[config.mk]
export PLATFORM = sky130hd
export DESIGN_NAME = ping_echo_meter
export DESIGN_NICKNAME = d
export VERILOG_FILES = /design/src/rtl/ping_pkg.sv /design/src/rtl/rise_detect.sv /design/src/rtl/ping_echo_meter.sv
export SDC_FILE = /design/constraint.sdc
export NUM_CORES = 1
export LEC_CHECK = 0
export BUFFER_PORTS_ARGS = -buffer_cell sky130_fd_sc_hd__buf_2
export CAP_MARGIN = 20
export CORE_MARGIN = 5
export CORE_UTILIZATION = 50
export CTS_CLUSTER_SIZE = 40
export DETAILED_ROUTE_END_ITERATION = 12
export GPL_ROUTABILITY_DRIVEN = 0
export PLACE_DENSITY = 0.8
export SETUP_SLACK_MARGIN = 0.4
export SYNTH_ARGS = -nofsm -noshare
export SYNTH_HDL_FRONTEND = slang
export SYNTH_HIERARCHICAL = 1
export SYNTH_SLANG_ARGS = --single-unit
[constraint.sdc]
create_clock -name clk -period 3.7 [get_ports clk]
set_input_delay 0.555 -clock clk [delete_from_list [all_inputs] [get_ports clk]]
set_output_delay 0.555 -clock clk [all_outputs]
set_load 0.1 [all_outputs]
[src/rtl/ping_pkg.sv]
// Shared types and defaults for the ping burst / echo measurement block.
package ping_pkg;

  typedef enum logic [1:0] {
    ST_IDLE   = 2'd0,
    ST_BURST  = 2'd1,
    ST_LISTEN = 2'd2,
    ST_REPORT = 2'd3
  } state_t;

  localparam int DEF_BURST_LEN = 512;
  localparam int DEF_WIN       = 2048;
  localparam int DEF_BLANK     = 64;

  localparam int               EDGE_W   = 8;
  localparam logic [EDGE_W-1:0] EDGE_SAT = 8'd255;

  // Edge counter increment that sticks at the saturation value.
  function automatic logic [EDGE_W-1:0] edge_inc(input logic [EDGE_W-1:0] c);
    return (c == EDGE_SAT) ? c : c + EDGE_W'(1);
  endfunction

endpackage

[src/rtl/rise_detect.sv]
// One-register rising-edge detector; rise is high in the first cycle d is 1 after a 0.
module rise_detect (
  input  logic clk,
  input  logic rst,
  input  logic d,
  output logic rise
);

  logic r_d;

  always_ff @(posedge clk) begin
    if (rst) begin
      r_d <= 1'b0;
    end else begin
      r_d <= d;
    end
  end

  assign rise = d & ~r_d;

endmodule

[src/rtl/ping_echo_meter.sv]
// Fires one transmit burst per start strobe, then times the first echo edge and counts edges.
// Optional PING_BLANK_EN ignores edges during the early part of the listen window.
module ping_echo_meter
  import ping_pkg::*;
#(
  parameter int BURST_LEN = DEF_BURST_LEN,
  parameter int WIN       = DEF_WIN,
  parameter int BLANK     = DEF_BLANK,
  parameter int CNT_W     = $clog2(WIN)
) (
  input  logic              clk,
  input  logic              rst,
  input  logic              start,
  input  logic              sig,
  output logic              tx_en,
  output logic              busy,
  output logic [CNT_W-1:0]  result,
  output logic [EDGE_W-1:0] edge_cnt,
  output logic              timeout,
  output logic              result_valid
);

  // Elaboration-time guard on the window geometry.
  if ((WIN <= BURST_LEN + BLANK) || ((WIN & (WIN - 1)) != 0)) begin : g_bad_cfg
    $error("ping_echo_meter: WIN must be a power of two larger than BURST_LEN+BLANK");
  end

  localparam logic [CNT_W-1:0] LP_BURST_END  = CNT_W'(BURST_LEN - 1);
  localparam logic [CNT_W-1:0] LP_LISTEN_END = CNT_W'(WIN - 1);

  state_t            r_state;
  state_t            w_state_nxt;
  logic [CNT_W-1:0]  r_cnt;
  logic [CNT_W-1:0]  r_cap;
  logic              r_first;
  logic [EDGE_W-1:0] r_ecnt;

  logic              r_tx_en;
  logic              r_busy;
  logic [CNT_W-1:0]  r_result;
  logic [EDGE_W-1:0] r_edge_cnt;
  logic              r_timeout;
  logic              r_valid;

  logic              w_rise;
  logic              w_qual;
  logic              w_first_nxt;
  logic [CNT_W-1:0]  w_cap_nxt;
  logic [EDGE_W-1:0] w_ecnt_nxt;
  logic              w_launch;

  rise_detect u_rise (
    .clk  (clk),
    .rst  (rst),
    .d    (sig),
    .rise (w_rise)
  );

`ifdef PING_BLANK_EN
  localparam logic [CNT_W-1:0] LP_BLANK_END = CNT_W'(BURST_LEN + BLANK);
  assign w_qual = (r_state == ST_LISTEN) & w_rise & (r_cnt >= LP_BLANK_END);
`else
  assign w_qual = (r_state == ST_LISTEN) & w_rise;
`endif

  assign w_launch = (r_state == ST_IDLE) & start;

  always_comb begin
    w_state_nxt = r_state;
    case (r_state)
      ST_IDLE:   if (start) w_state_nxt = ST_BURST;
      ST_BURST:  if (r_cnt == LP_BURST_END) w_state_nxt = ST_LISTEN;
      ST_LISTEN: if (r_cnt == LP_LISTEN_END) w_state_nxt = ST_REPORT;
      ST_REPORT: w_state_nxt = ST_IDLE;
      default:   w_state_nxt = ST_IDLE;
    endcase
  end

  // Updated working values; the report uses these so an edge in the last cycle still lands.
  always_comb begin
    w_first_nxt = r_first | w_qual;
    w_cap_nxt   = (w_qual & ~r_first) ? r_cnt : r_cap;
    w_ecnt_nxt  = w_qual ? edge_inc(r_ecnt) : r_ecnt;
  end

  always_ff @(posedge clk) begin
    if (rst) begin
      r_state <= ST_IDLE;
      r_tx_en <= 1'b0;
      r_busy  <= 1'b0;
      r_valid <= 1'b0;
    end else begin
      r_state <= w_state_nxt;
      r_tx_en <= (w_state_nxt == ST_BURST);
      r_busy  <= (w_state_nxt != ST_IDLE);
      r_valid <= (w_state_nxt == ST_REPORT);
    end
  end

  always_ff @(posedge clk) begin
    if (rst) begin
      r_cnt   <= '0;
      r_cap   <= '0;
      r_first <= 1'b0;
      r_ecnt  <= '0;
    end else if (w_launch) begin
      r_cnt   <= '0;
      r_cap   <= '0;
      r_first <= 1'b0;
      r_ecnt  <= '0;
    end else begin
      // Hold the counter once the window closes so it never wraps.
      if ((w_state_nxt == ST_BURST) || (w_state_nxt == ST_LISTEN)) begin
        r_cnt <= r_cnt + CNT_W'(1);
      end
      r_cap   <= w_cap_nxt;
      r_first <= w_first_nxt;
      r_ecnt  <= w_ecnt_nxt;
    end
  end

  always_ff @(posedge clk) begin
    if (rst) begin
      r_result   <= '0;
      r_edge_cnt <= '0;
      r_timeout  <= 1'b0;
    end else if (w_state_nxt == ST_REPORT) begin
      r_result   <= w_first_nxt ? w_cap_nxt : '1;
      r_edge_cnt <= w_ecnt_nxt;
      r_timeout  <= ~w_first_nxt;
    end
  end

  assign tx_en        = r_tx_en;
  assign busy         = r_busy;
  assign result       = r_result;
  assign edge_cnt     = r_edge_cnt;
  assign timeout      = r_timeout;
  assign result_valid = r_valid;

endmodule

==> impl_metrics.tcl, run 1 <==
set metrics [dict create \
    status "complete, no violations" \
    power.density_nw_per_um2 443 \
    coreArea_um2 4410 \
    synth_simple_gate_area_share_pct 24.2 \
    synth_warnings 6 \
    stdcell_count 328 \
    synthMuxAreaShare_pct 5.61 \
    drt-vias-per-instance 5.47 \
    finalPower_mw 1.18 \
    period_needed_ns 2.89 \
    antenna_found_initial 0 \
    ctsHtreeMaxLevel 3 \
    tightest_slew_ns 0.896 \
    rows 24 \
    post_cts_resized 0 \
    drc 0 \
    place_hpwl_um 2980 \
    wire_per_inst_um 13.6 \
    fmax_mhz 346 \
    yosys.area.top_type "dfxtp_1" \
    postCtsSetupBuffers 0 \
    final_layout_size_suffix_gt1_share_pct 18.8 \
    synth_ff_type "dfxtp_1" \
    critical_path.max_fanout 6 \
    io_pins 27 \
    grt_util_all_layers_pct 16.0 \
    wirelength_um 4460 \
    die-area_um2 6100 \
    ys_seq_area_share_pct 49.2 \
    power_leakage_nw 1.05 \
    cap_violations 0 \
    clock-sinks 57 \
    synth.distinct_cells 41 \
    worstSetupPathType "reg2reg" \
    postRouteAntennaNets 0 \
    drt_iter0_drc 106 \
    grt_pass1_vias 1690 \
    syn2layout_area_growth_pct 14.5 \
    min_to "edge_cnt[7]" \
    slew_viol_final 0 \
    rsz0062_at_grt "false" \
    vdd_drop_max_mv 0.242 \
    synth_common_cells "dfxtp_1 (57), nor2_1 (57), a211oi_1 (16)" \
    critPathArrivalTime_ns 3.10 \
    clockBufferDepth 2 \
    timing.hold.ws_ns 0.462 \
    numCtsBuffers 9 \
    holdBufCountCts 0 \
    start_util_pct 52.5 \
    rr_endpoint "r_cnt[5]" \
    synth_top_area_share_pct 49.2 \
    holdCritPathClass "reg2reg" \
    grt_pass1_wl_um 7780 \
    netlist_area_um2 2320 \
    holdCritStartpoint "edge_cnt[7]" \
    synth_adder_area_share_pct 2.70 \
    syn_avg_cell_area_um2 9.50 \
    grt_max_degree 28 \
    reg2reg_depth 10 \
    grt-ovfl-total 0 \
    cts_root_buf "clkbuf_8" \
    numPlacedInstances 312 \
    clk_latency_ns 0.33 \
    synth-xor-area-share_pct 4.53 \
    fin_setup_tns_ns 0 \
    ff2ff_setup_slack_ns 0.81 \
    syn_inst 244 \
    n_antenna_cell 0 \
    die_h_um 78.1 \
    yosys-top-cells-area "dfxtp_1 (49%), nor2_1 (9.2%), mux2i_1 (5.6%), a211oi_1 (5.2%), xor2_1 (3.0%)" \
    syn_nets 253 \
    startpoint_type "register" \
    nNetsFinal 280 \
    synth-compound-area-share_pct 10.4 \
    vias 1794 \
    period_share_pct 78.2 \
    synth_edf_count 0 \
    cp.required_ns 3.91 \
    hold-path-cell-count 2 \
    r2r_start "r_cnt[0]" \
    die_x_um 78.1 \
    io_buffers 26 \
    hold_viol 0 \
    drt_first_pass_iters 6 \
    clk_transition_reported_paths_ns 0.07 \
    skew_ns 0.00972 \
    worst_setup_path_end_kind "register" \
    synth_top_family_by_area "simple AND/OR/NAND/NOR gates" \
    slew_headroom_pct 40.1 \
    setup_viol 0 \
    final_core_util_pct 60.1 \
    cts_tree "done" \
    synthArstFlopShare_pct 0 \
    synth-seq-cells 57 \
]
cell families (layout without fill, tap and decap cells):
logic type / after synthesis / in the layout
and+or+nand+nor: 108 / 108
DFF: 57 / 57
xor gates and xnor gates: 12 / 12
AOI/OAI and AO/OA: 30 / 30
muxes: 13 / 13
adders and majority gates: 5 / 5
buffers and inverters: 19 / 51
critical path: stages, from the launching register on:
cell      delay [ns]
dfxtp_1         0.38
ha_1            0.24
nand4_1         0.16
or4_4           0.46
a221oi_4        0.34
inv_1           0.11
ha_1            0.41
and4_1          0.30
and3_2          0.20
xnor2_1         0.11
nor2_1          0.05
registers in the layout (all words and copies together) (netlist names):
| register | cells |
|---|---|
| r_cap | 11 |
| r_cnt | 11 |
| result | 11 |
| edge_cnt | 8 |
| r_ecnt | 8 |
| r_state | 2 |
| busy | 1 |
| r_first | 1 |
| result_valid | 1 |
| timeout | 1 |
| tx_en | 1 |
| u_rise/r_d | 1 |
per-layer routing:
layer  GRT usage, %  wire length [um]  up-vias  part of all wire, %
li1               -                 -      908                    -
met1           20.1              2120      840                   47
met2           23.4              2010       35                   45
met3           6.06               219       11                  4.9
met4           9.12               112        0                  2.5
met5              0                 0        -                    0
per-stage QoR:
step                instance area (um^2)  worst slack [ns]
finish                              2650             0.806
global route                        2650             0.645
CTS                                 2650             0.819
detailed placement                  2480             0.882
global placement                    2480              1.03
floorplan                           2320              1.13
how the worst max path moves through the flow:
stage,start,endpoint,slack [ns],cells past startpoint
floorplan,r_cnt[0],r_cnt[5],1.13,10
global placement,r_cnt[0],r_cnt[5],1.03,10
detailed placement,r_cnt[0],r_cnt[5],0.88,10
CTS,r_cnt[0],r_cnt[5],0.82,10
global route,r_cnt[0],r_cnt[5],0.65,10
finish,r_cnt[0],r_cnt[5],0.81,10
area by class of cell:
cell class              count  area [um^2]
repair buffers             29          153
clock buffers              13          159
inverters                   6         22.5
flip-flops and latches     57         1140
fillers                   383         1760
clock inverters             3         15.0
multi-input cells         168         1100
well taps                  52         65.1
placed cells by master, fill, tap and decap left out, drive strengths merged, types with 6 or more instances in the layout:
master   n
dfxtp   57
nand2    6
and3     6
inv      6
buf     29
clkbuf  13
nor2    57
nor2b    6
mux2i   13
xor2     8
nor3     7
a211oi  16
where the power goes:
part | total, mW | switching (mW) | internal, mW
combinational | 0.0544 | 0.0381 | 0.0163
sequential | 0.623 | 0.00361 | 0.619
clock | 0.498 | 0.222 | 0.276
total | 1.18 | 0.263 | 0.912
Power figures use the tool's default switching activity.
==> run 2: changes to the inputs <==
==> constraint.sdc (replaced) <==
create_clock -name clk -period 3 [get_ports clk]
set_input_delay 0.45 -clock clk [delete_from_list [all_inputs] [get_ports clk]]
set_output_delay 0.45 -clock clk [all_outputs]
set_load 0.1 [all_outputs]
==> impl_metrics.tcl, run 2 (same netlist as run 1, synthesis figures left out) <==
set metrics [dict create \
    die-area_um2 6100 \
    critical_path.max_fanout 6 \
    r2r_start "r_cnt[0]" \
    stdcell_count 331 \
    clock-sinks 57 \
    io_buffers 26 \
    fmax_mhz 408 \
    fin_setup_tns_ns 0 \
    n_antenna_cell 0 \
    place_area_um2 2500 \
    io_pins 27 \
    multi_input_area_um2 1120 \
    grt_pass1_vias 1664 \
    layout_commonest_cell "nor2_1" \
    worst_setup_path_end_kind "register" \
    slew_viol_final 0 \
    min_to "u_rise/r_d" \
    holdCritPathClass "in2reg" \
    rows 24 \
    rsz0062_at_grt "false" \
    setup_viol 0 \
    ff2ff_setup_slack_ns 0.55 \
    status "complete, no violations" \
    final_layout_size_suffix_gt1_share_pct 21.5 \
    start_util_pct 52.5 \
    holdCritStartpoint "sig" \
    clk_latency_ns 0.32 \
    hold-path-cell-count 2 \
    place_hpwl_um 2980 \
    syn2layout_area_growth_pct 16.4 \
    wirelength_um 4460 \
    cp.required_ns 3.21 \
    reg2reg_depth 10 \
    nNetsFinal 284 \
    coreArea_um2 4410 \
    wire_per_inst_um 13.5 \
    holdBufCountCts 0 \
    period_share_pct 81.7 \
    tightest_slew_ns 0.560 \
    grt_max_degree 27 \
    rr_endpoint "r_cnt[6]" \
    numCtsBuffers 9 \
    cts_root_buf "clkbuf_8" \
    period_needed_ns 2.45 \
    slew_headroom_pct 61.7 \
    grt_pass1_wl_um 7600 \
    grt-ovfl-total 0 \
    startpoint_type "register" \
    hold_viol 0 \
    die_x_um 78.1 \
    finalPower_mw 1.42 \
    vias 1783 \
    critPathArrivalTime_ns 2.66 \
    regArea_um2 1140 \
    drc 0 \
    clk_transition_reported_paths_ns 0.06 \
    worstSetupPathType "reg2reg" \
    cap_violations 0 \
    final_cell_mix "nor2_1 (56), dfxtp_1 (55), buf_2 (26), a211oi_1 (16), mux2i_1 (13)" \
    cts_tree "done" \
    numPlacedInstances 315 \
    vdd_drop_max_mv 0.321 \
    drt_iter0_drc 112 \
    ctsHtreeMaxLevel 3 \
    drt_first_pass_iters 4 \
    drt-vias-per-instance 5.39 \
    die_h_um 78.1 \
    power_leakage_nw 1.06 \
    postRouteAntennaNets 0 \
    fillers 366 \
    clockBufferDepth 2 \
    power.density_nw_per_um2 528 \
    grt_util_all_layers_pct 15.6 \
    antenna_found_initial 0 \
    skew_ns 0.00399 \
    final_cell_area_um2 2700 \
]
## run 2: worst max path at each step
| stage | endpoint | depth (start not counted) | startpoint | slack, ns |
|---|---|---|---|---|
| 3_5_place_dp | r_cnt[5] | 10 | r_cnt[0] | 0.23 |
| 2_1_floorplan | r_cnt[5] | 10 | r_cnt[0] | 0.43 |
| 5_1_grt | r_cnt[9] | 10 | r_cnt[0] | 0.42 |
| 3_3_place_gp | r_cnt[5] | 10 | r_cnt[0] | 0.33 |
| 4_1_cts | r_cnt[5] | 10 | r_cnt[0] | 0.47 |
| 6_report | r_cnt[6] | 10 | r_cnt[0] | 0.55 |
## run 2: final cells by class
| type | instances | area share [%] |
|---|---|---|
| repair buffers | 33 | 6.77 |
| inverters | 6 | 0.974 |
| clock buffers | 15 | 5.80 |
| flip-flops and latches | 57 | 42.4 |
| well taps | 52 | 2.41 |
| multi-input cells | 168 | 41.7 |
## run 2: routing by layer
layer | vias up | GRT usage (%) | wire length [um] | share of wire (%)
li1 | 917 | - | - | -
met1 | 827 | 19.4 | 2200 | 49
met2 | 33 | 24.3 | 1990 | 45
met3 | 6 | 6.18 | 204 | 4.6
met4 | 0 | 6.25 | 61 | 1.4
met5 | - | 0 | 0 | 0
## run 2: power by group
group	internal (mW)	total, mW	switching (mW)
clock	0.319	0.581	0.262
combinational	0.0249	0.0734	0.0485
sequential	0.764	0.769	0.00481
## run 2: per-stage QoR
stage	worst slack, ns	util [%]	hold slack [ns]
after global placement	0.333	56.7	0.451
final	0.549	61.1	0.354
after floorplan	0.425	-	0.452
after CTS	0.474	60.8	0.336
after global routing	0.415	61.1	0.357
after detailed placement	0.234	56.7	0.456
## run 2: critical path, cell delays in order, from the launching register on
cell,delay [ns]
dfxtp_2,0.36
ha_2,0.20
nand4_1,0.11
or4_4,0.45
a221oi_4,0.26
inv_2,0.09
ha_4,0.31
and3_1,0.22
nand4_1,0.12
xor2_1,0.16
nor2_1,0.06
## run 2: timing repair
item / CTS / global route
setup buffers: 1 / 0
pin swaps: 1 / 0
gates resized for setup: 3 / 6
endpoints found under the setup margin: 22 / 20
